### config.mk
export PLATFORM = sky130hd
export DESIGN_NAME = audio_mixer
export DESIGN_NICKNAME = d
export VERILOG_FILES = /design/src/rtl/audio_pkg.sv /design/src/rtl/gain_ramp.sv /design/src/rtl/audio_mixer.sv
export SDC_FILE = /design/constraint.sdc
export NUM_CORES = 1
export LEC_CHECK = 0
export ABC_AREA = 1
export BUFFER_PORTS_ARGS = -buffer_cell sky130_fd_sc_hd__buf_4
export CAP_MARGIN = 20
export CORE_ASPECT_RATIO = 1.4
export CORE_MARGIN = 1.5
export CORE_UTILIZATION = 50
export DETAILED_ROUTE_END_ITERATION = 16
export PLACE_DENSITY_LB_ADDON = 0.05
export SYNTH_ARGS = -nofsm -noshare
export SYNTH_HDL_FRONTEND = slang
export SYNTH_SLANG_ARGS = --single-unit
### constraint.sdc
create_clock -name clk_i -period 5.2 [get_ports clk_i]
set_input_delay 0.26 -clock clk_i [delete_from_list [all_inputs] [get_ports clk_i]]
set_output_delay 0.26 -clock clk_i [all_outputs]
set_load 0.005 [all_outputs]
### src/rtl/audio_pkg.sv
// Shared constants, ramp state type and volume-to-gain mapping for the audio mixer.
package audio_pkg;
  localparam logic [15:0]        SILENCE           = 16'h8000;
  localparam int                 GAIN_W            = 5;
  localparam int                 GAIN_MAX          = 16;
  localparam logic signed [15:0] CB2_LEVEL_DEFAULT = 16'sd8192;

  typedef enum logic [1:0] {IDLE, UP, DOWN} ramp_state_t;

  // Full-scale volume maps to unity gain (16/16) rather than 15/16.
  function automatic logic [GAIN_W-1:0] vol_to_gain(input logic [3:0] vol, input logic mute);
    if (mute)              return '0;
    else if (vol == 4'd15) return GAIN_W'(GAIN_MAX);
    else                   return {1'b0, vol};
  endfunction
endpackage

### src/rtl/gain_ramp.sv
// Master volume register and click-free gain ramp: one gain step per 2**RAMP_SHIFT strobes.
// Gain only ever moves one step toward the live target, so it cannot overshoot.
module gain_ramp import audio_pkg::*; #(
  parameter int RAMP_SHIFT = 4
) (
  input  logic              clk_i,
  input  logic              reset_n_i,
  input  logic              sample_en_i,
  input  logic              mute_i,
  input  logic              vol_wr_i,
  input  logic [3:0]        vol_i,
  output logic [GAIN_W-1:0] gain_o,
  output logic              ramping_o
);
  localparam int              DIV_W    = (RAMP_SHIFT > 0) ? RAMP_SHIFT : 1;
  localparam logic [DIV_W-1:0] DIV_LAST = DIV_W'((1 << RAMP_SHIFT) - 1);

  logic [3:0]        vol_q, vol_d;
  logic [GAIN_W-1:0] g_q, g_d, target;
  logic [DIV_W-1:0]  div_q, div_d;
  ramp_state_t       state_q, state_d;
  logic              ramping_q, ramping_d;

  always_comb begin
    target = vol_to_gain(vol_q, mute_i);
    vol_d  = vol_wr_i ? vol_i : vol_q;

    if (g_q < target)      state_d = UP;
    else if (g_q > target) state_d = DOWN;
    else                   state_d = IDLE;

    ramping_d = (state_d != IDLE);
    g_d       = g_q;
    div_d     = div_q;
    if (state_d == IDLE) begin
      div_d = '0;
    end else if (sample_en_i) begin
      if (div_q == DIV_LAST) begin
        div_d = '0;
        g_d   = (state_d == UP) ? g_q + GAIN_W'(1) : g_q - GAIN_W'(1);
      end else begin
        div_d = div_q + DIV_W'(1);
      end
    end
  end

  always_ff @(posedge clk_i or negedge reset_n_i) begin
    if (!reset_n_i) begin
      vol_q     <= 4'd15;
      g_q       <= '0;
      div_q     <= '0;
      state_q   <= IDLE;
      ramping_q <= 1'b0;
    end else begin
      vol_q     <= vol_d;
      g_q       <= g_d;
      div_q     <= div_d;
      state_q   <= state_d;
      ramping_q <= ramping_d;
    end
  end

  assign gain_o    = g_q;
  assign ramping_o = ramping_q && (state_q != IDLE);
endmodule

### src/rtl/audio_mixer.sv
// SID + CB2 beeper mixer with ramped master volume, saturating to offset-binary PWM samples.
// Strobe at edge T yields sample_valid_o at edge T+3; no backpressure, one sample per clk sustained.
module audio_mixer import audio_pkg::*; #(
  parameter logic signed [15:0] CB2_LEVEL  = CB2_LEVEL_DEFAULT,
  parameter int                 RAMP_SHIFT = 4
) (
  input  logic        clk_i,
  input  logic        reset_n_i,
  input  logic        sample_en_i,
  input  logic [15:0] sid_i,
  input  logic        via_cb2_i,
  input  logic        diag_i,
  input  logic        mute_i,
  input  logic        vol_wr_i,
  input  logic [3:0]  vol_i,
  output logic [15:0] sample_o,
  output logic        sample_valid_o,
  output logic        ramping_o
);
  logic                     cb2_meta_q, cb2_meta_d, cb2_sync_q, cb2_sync_d;
  logic [GAIN_W-1:0]        gain;
  logic                     s1_vld_q, s1_vld_d, s1_cb2_q, s1_cb2_d;
  logic signed [15:0]       s1_sid_q, s1_sid_d;
  logic [GAIN_W-1:0]        s1_gain_q, s1_gain_d, s2_gain_q, s2_gain_d;
  logic                     s2_vld_q, s2_vld_d, s3_vld_q, s3_vld_d;
  logic signed [17:0]       s2_sum_q, s2_sum_d;
  logic signed [22:0]       prod;
  logic signed [18:0]       s3_scaled_q, s3_scaled_d;
  logic [15:0]              sat, sample_q, sample_d;
  logic                     valid_q, valid_d;

  gain_ramp #(.RAMP_SHIFT(RAMP_SHIFT)) u_ramp (
    .clk_i      (clk_i),
    .reset_n_i  (reset_n_i),
    .sample_en_i(sample_en_i),
    .mute_i     (mute_i),
    .vol_wr_i   (vol_wr_i),
    .vol_i      (vol_i),
    .gain_o     (gain),
    .ramping_o  (ramping_o)
  );

  always_comb begin
    cb2_meta_d = via_cb2_i;
    cb2_sync_d = cb2_meta_q;

    s1_vld_d  = sample_en_i;
    s1_sid_d  = sample_en_i ? $signed(sid_i) : s1_sid_q;
    s1_cb2_d  = sample_en_i ? (cb2_sync_q & diag_i) : s1_cb2_q;
    s1_gain_d = sample_en_i ? gain : s1_gain_q;

    s2_vld_d  = s1_vld_q;
    s2_sum_d  = $signed({{2{s1_sid_q[15]}}, s1_sid_q})
              + (s1_cb2_q ? $signed({2'b00, CB2_LEVEL}) : 18'sd0);
    s2_gain_d = s1_gain_q;

    // Gain is unsigned 0..16; a zero sign bit keeps the multiply signed.
    prod        = 23'(s2_sum_q) * 23'($signed({1'b0, s2_gain_q}));
    s3_vld_d    = s2_vld_q;
    s3_scaled_d = 19'(prod >>> 4);

    if (s3_scaled_q > 19'sd32767)       sat = 16'h7FFF;
    else if (s3_scaled_q < -19'sd32768) sat = 16'h8000;
    else                                sat = s3_scaled_q[15:0];

    valid_d  = s3_vld_q;
    sample_d = s3_vld_q ? (sat ^ SILENCE) : sample_q;
  end

  always_ff @(posedge clk_i or negedge reset_n_i) begin
    if (!reset_n_i) begin
      cb2_meta_q  <= 1'b0;
      cb2_sync_q  <= 1'b0;
      s1_vld_q    <= 1'b0;
      s1_sid_q    <= '0;
      s1_cb2_q    <= 1'b0;
      s1_gain_q   <= '0;
      s2_vld_q    <= 1'b0;
      s2_sum_q    <= '0;
      s2_gain_q   <= '0;
      s3_vld_q    <= 1'b0;
      s3_scaled_q <= '0;
      valid_q     <= 1'b0;
      sample_q    <= SILENCE;
    end else begin
      cb2_meta_q  <= cb2_meta_d;
      cb2_sync_q  <= cb2_sync_d;
      s1_vld_q    <= s1_vld_d;
      s1_sid_q    <= s1_sid_d;
      s1_cb2_q    <= s1_cb2_d;
      s1_gain_q   <= s1_gain_d;
      s2_vld_q    <= s2_vld_d;
      s2_sum_q    <= s2_sum_d;
      s2_gain_q   <= s2_gain_d;
      s3_vld_q    <= s3_vld_d;
      s3_scaled_q <= s3_scaled_d;
      valid_q     <= valid_d;
      sample_q    <= sample_d;
    end
  end

  assign sample_o       = sample_q;
  assign sample_valid_o = valid_q;
endmodule

* Word level (Yosys, flattened, before mapping)
Index checks and enable logic that the tools add are counted.
** Storage, ports and cells
- Flip-flop bits (word level) :: 101
- Bits of input ports :: 27
- Logic and storage cells :: 50
** Cells by class
- Add/subtract/negate cells :: 4
- Order comparisons :: 4
- Reduce and logical (&&, ||, !) cells :: 6
- Equality and inequality tests :: 3
- Bitwise operators :: 3
- Mux-type cells :: 11
- $mul :: 1
** Operator list (number)
- $mux 16 :: 2
- $mul 17x6->23 :: 1
- $gt 19x16->1 const B :: 1
- $lt 19x16->1 const B :: 1
- $add 16x15->17 :: 1
- $mux 5 :: 3
- $mux 14 :: 1
- $mux 4 :: 3
- $eq 4x4->1 const B :: 2
- $reduce_bool 2->1 :: 3
- $add 5x1->5 const B :: 1
- $gt 5x5->1 :: 1
- $lt 5x5->1 :: 1
- $sub 5x1->5 const B :: 1
- $add 4x1->4 const B :: 1
- $mux 2 :: 2
- $reduce_and 3->1 :: 1
- $eq 2x1->1 const B :: 1
- $logic_not 2->1 :: 1
- $not 1->1 :: 2
- $and 1x1->1 :: 1
- $logic_and 1x1->1 :: 1

* Longest topological paths before layout
- Depth after elaboration :: 9
- Mapped depth :: 20

* Cells and area by module
From an unflattened synthesis, not the netlist that was laid out.
** Second synthesis, totals
- Cell total of the unflattened synthesis :: 869
- Area total of the unflattened synthesis :: 7295.7 um^2
** Modules (own cells, without submodules)
- audio_mixer :: times used 1, cells an instance 740, area an instance 6229.7 um^2
- gain_ramp :: times used 1, cells an instance 129, area an instance 1066.0 um^2

* Worst setup path before layout
OpenSTA, ideal clock, no wires.
- Path kind :: reg-to-reg
- Start :: register s2_gain_q[2]
- End :: register s3_scaled_q[17]
- Path buffers :: 2
- Required time :: 5.083 ns
- Setup slack :: 1.564 ns
- Period minus slack after synthesis :: 3.636 ns
- Setup time :: 0.117 ns
- Cell stages (with the launch flop) :: 19
- Data arrival time :: 3.519 ns
- Cells stage by stage :: dfrtp_1 > clkbuf_1 > clkbuf_1 > nand2_1 > fa_1 > inv_1 > fa_1 > inv_1 > fa_1 > inv_1 > ha_1 > a21oi_1 > nand2_1 > nand2_1 > nand3_1 > nand2_1 > nand2_1 > nand2_1 > nand2_1
** Between the ends
- Longest elaborated chain between the ends :: 1
** Ends and longest elaborated chain
- start: declaration :: RTL line audio_mixer.sv:24 : logic [GAIN_W-1:0] s1_gain_q, s1_gain_d, s2_gain_q, s2_gain_d;
- start signal: assignment :: RTL line audio_mixer.sv:94 : s2_gain_q <= s2_gain_d;
- $mul 17x6->23 :: RTL line audio_mixer.sv:58 : prod = 23'(s2_sum_q) * 23'($signed({1'b0, s2_gain_q}));
- via prod[21] :: RTL line audio_mixer.sv:27 : logic signed [22:0] prod;
- end signal: assignment :: RTL line audio_mixer.sv:96 : s3_scaled_q <= s3_scaled_d;
- end: declaration :: RTL line audio_mixer.sv:28 : logic signed [18:0] s3_scaled_q, s3_scaled_d;
The timed path passes the listed nets, and every way through them passes these cells.
A chain may end at the register's enable or synchronous reset.

* Worst setup path after layout
- Start :: register s2_gain_q[0]
- End :: register s3_scaled_q[16]
Same word-level chain as after synthesis.

==> metrics.txt <==
outcome=finished, final reports clean; Lkg Pwr=0.00469 uW; GRT overflow=0; critical path class=flop to flop; area added between synthesis and finish=10.9%; count of input and output buffers=44; Max VDD drop=0.313 mV; yosys warns=0; Post-DP Area=0.00762 mm2; routability cong.=0.903; Switching Fraction=45.3%; Fin. Hold Viols=0; Cells after Synth=887; share of layout cells above drive strength 1=8.71%; clock slew at reported path FFs=0.07 ns; largest area contributor in the netlist=dfrtp_1; largest net degree at the start of global routing=55; top cells by area, synth=dfrtp_1 34%, fa_1 15%, nand2_1 14%; Antenna Nets Post-Route=0; final core occ=56.9%; antenna cells=0; Total Routing Usage GR=19.2%; Rows=51; switching pwr=1870 uW; total negative setup slack=0 ns; WP data arrival=4.18 ns; Unique masters post-synth=36; initial core utilization=51.3%; Seq/Total Area, Yosys=35.5%; Net Count, Synth=1,018; Tmin final=3.94 ns; final setup fails=0; Syn Std Cell Area=0.00714 mm2; number of synthesized register bits=101; fillers=1,356; post-DR vias/cell=4.68; Worst-Skew Late Latency=0.34 ns; CTS sink cnt=101; Worst Max-Slew Pin Slew=0.961 ns; Hold Crit Class=input pin to flop; die area=0.0150 mm2; combinational fraction of design power=54.8%; R2R depth=15; Die X=104 um; routed via count=5,213; part of the power in registers=29.7%; first-pass GRT wire length=23,200 um; Clock Path Buffers=2; Fin Clk Skew=0.00685 ns; CTS resizes=0; nets=1,056; vias in the first global route=5,140; Yosys top cell area share=33.7%; Worst EP required=5.44 ns; CP endpoint kind=flop; TritonCTS Buffers=9; Die Y=144 um; I/O pin total=45; DP HPWL=11,000 um; CP Launch Type=flop; Int Power=2260 uW; antenna violations before repair=0; Hold Slack=0.0151 ns; Design Area, Final=0.00791 mm2; fmax=254 MHz; Core Area=0.0139 mm2; Max-cap violations=0; CTS root buf=clkbuf_16; final slew viol count=0; RSZ-0062 raised after global routing=false; Max FO, Critical Path=16; total wire length=13,300 um; drt first pass iters=4; crit share post-route=75.8%; hold depth=1; initial DRC count=144; mean post-synth cell area=8.05 um2; WL per Instance=12.0 um; CTS tree=done; P per Cell Area=523 mW/mm2; Slew Limit Headroom=35.7%; clock share of power=15.5%; DRC=0; CTS H-tree depth=3
[worst max-delay path, cell delays in order, from the launching register on]
cell and delay (ns):
dfrtp_1 0.68, nand2_1 0.25, inv_1 0.13, fa_1 0.44
inv_1 0.18, fa_1 0.47, fa_1 0.54, inv_1 0.04
ha_1 0.40, nand2_1 0.12, nor2_1 0.19, nand2_1 0.07
inv_1 0.07, nand3_1 0.10, nand4_1 0.11, nand2_1 0.06
[synth_stat cells]
library cell	n
nor3_1	2
inv_1	216
nor3_2	1
o21ai_1	2
clkbuf_2	2
inv_2	1
ha_1	51
o21bai_1	4
xnor2_1	4
nand3_1	29
or2_2	1
nor2_1	44
dfstp_2	5
nand4_1	6
o21ai_0	11
buf_2	1
nor2_4	1
xor2_1	12
a21oi_1	37
nand2_2	3
nand3_4	1
o21a_1	3
o31ai_4	1
a31oi_1	1
buf_4	3
clkinv_1	1
dfrtp_1	96
fa_1	53
nand2_1	274
o21ai_2	2
nand3_2	2
nor3b_2	1
nand2_4	2
clkbuf_1	12
buf_1	1
nor4_1	1
[layer usage]
layer	part of all wire, %	vias to the layer above	global-route usage [%]
li1	-	2686	-
met1	40	2414	21.2
met2	54	85	37.0
met3	2.3	28	1.94
met4	3.2	0	8.92
met5	0	-	0
[power by group through the flow]
stage                     logic (uW)  clock network (uW)  registers, uW
final                           2270                 640           1230
after global routing            2660                 697           1260
after CTS                       2310                 664           1230
after detailed placement        2290                   0           1250
after global placement          2260                   0           1240
after floorplan                 1810                   0           1150
[repair_timing]
item                                    CTS  global route
buffers inserted                          0             0
hold buffers                              1             0
endpoints found under the setup margin    0             0
endpoints found under the hold margin    52             0
[state kept, by name, indices dropped and copies added (netlist names)]
name,cells
sample_o,16
u_ramp.div_q,4
u_ramp.state_q,2
s3_vld_q,1
s2_sum_q,17
u_ramp.ramping_q,1
cb2_sync_q,1
sample_valid_o,1
u_ramp.gain_o,5
u_ramp.vol_q,4
s1_gain_q,5
cb2_meta_q,1
s2_gain_q,5
s1_cb2_q,1
s1_vld_q,1
s1_sid_q,16
s2_vld_q,1
s3_scaled_q,19
[layout make-up]
type                    count  area, um2  area share [%]
inverters                 218        818            10.3
multi-input cells         549       3700            46.7
flip-flops and latches    101       2530            32.0
repair buffers             46        348            4.40
well taps                 185        231            2.93
clock inverters             6       53.8           0.680
clock buffers              10        229            2.89
[placed cells by master (no fill, tap or decap), drive strengths merged, types with 3 or more instances in the layout]
cell    count
o21bai      4
a21oi      37
ha         51
xnor2       4
inv       220
o21a        3
nand3      32
clkinv      3
nor3        3
fa         53
dfrtp      96
buf        45
o21ai      15
clkbuf     10
nand4       6
nor2       45
nand2     279
xor2       12
dfstp       5
[metrics by stage]
stage                     instances  power [uW]  setup WS (ns)
after floorplan                 887        2960           1.56
after global placement         1098        3500           1.23
after detailed placement       1098        3540           1.23
after CTS                      1115        4200           1.21
after global routing           1115        4620          0.916
final                          1115        4140           1.26
[kinds of logic after synthesis]
| group | Yosys count | share of synthesized area, % |
|---|---|---|
| AND/OR/NAND/NOR | 368 | 21.2 |
| buffers and inverters | 237 | 12.7 |
| adder cells (fa/ha/maj) | 104 | 23.8 |
| flip-flops | 101 | 35.5 |
| AO/OA/AOI/OAI | 61 | 4.87 |
| XOR/XNOR | 16 | 1.96 |
[path summary, 6_finish.rpt]
kind / slack [ns] / to / start
min in group asynchronous: 0.50 / sample_valid_o / reset_n_i
setup / recovery: 1.26 / s3_scaled_q[16] / s2_gain_q[0]
setup reg to reg: 1.26 / s3_scaled_q[16] / s2_gain_q[0]
hold / removal: 0.02 / cb2_meta_q / via_cb2_i
hold reg to reg: 0.36 / cb2_sync_q / cb2_meta_q
max in group asynchronous: 3.66 / s2_sum_q[11] / reset_n_i
(Power assumes the default switching activity.)
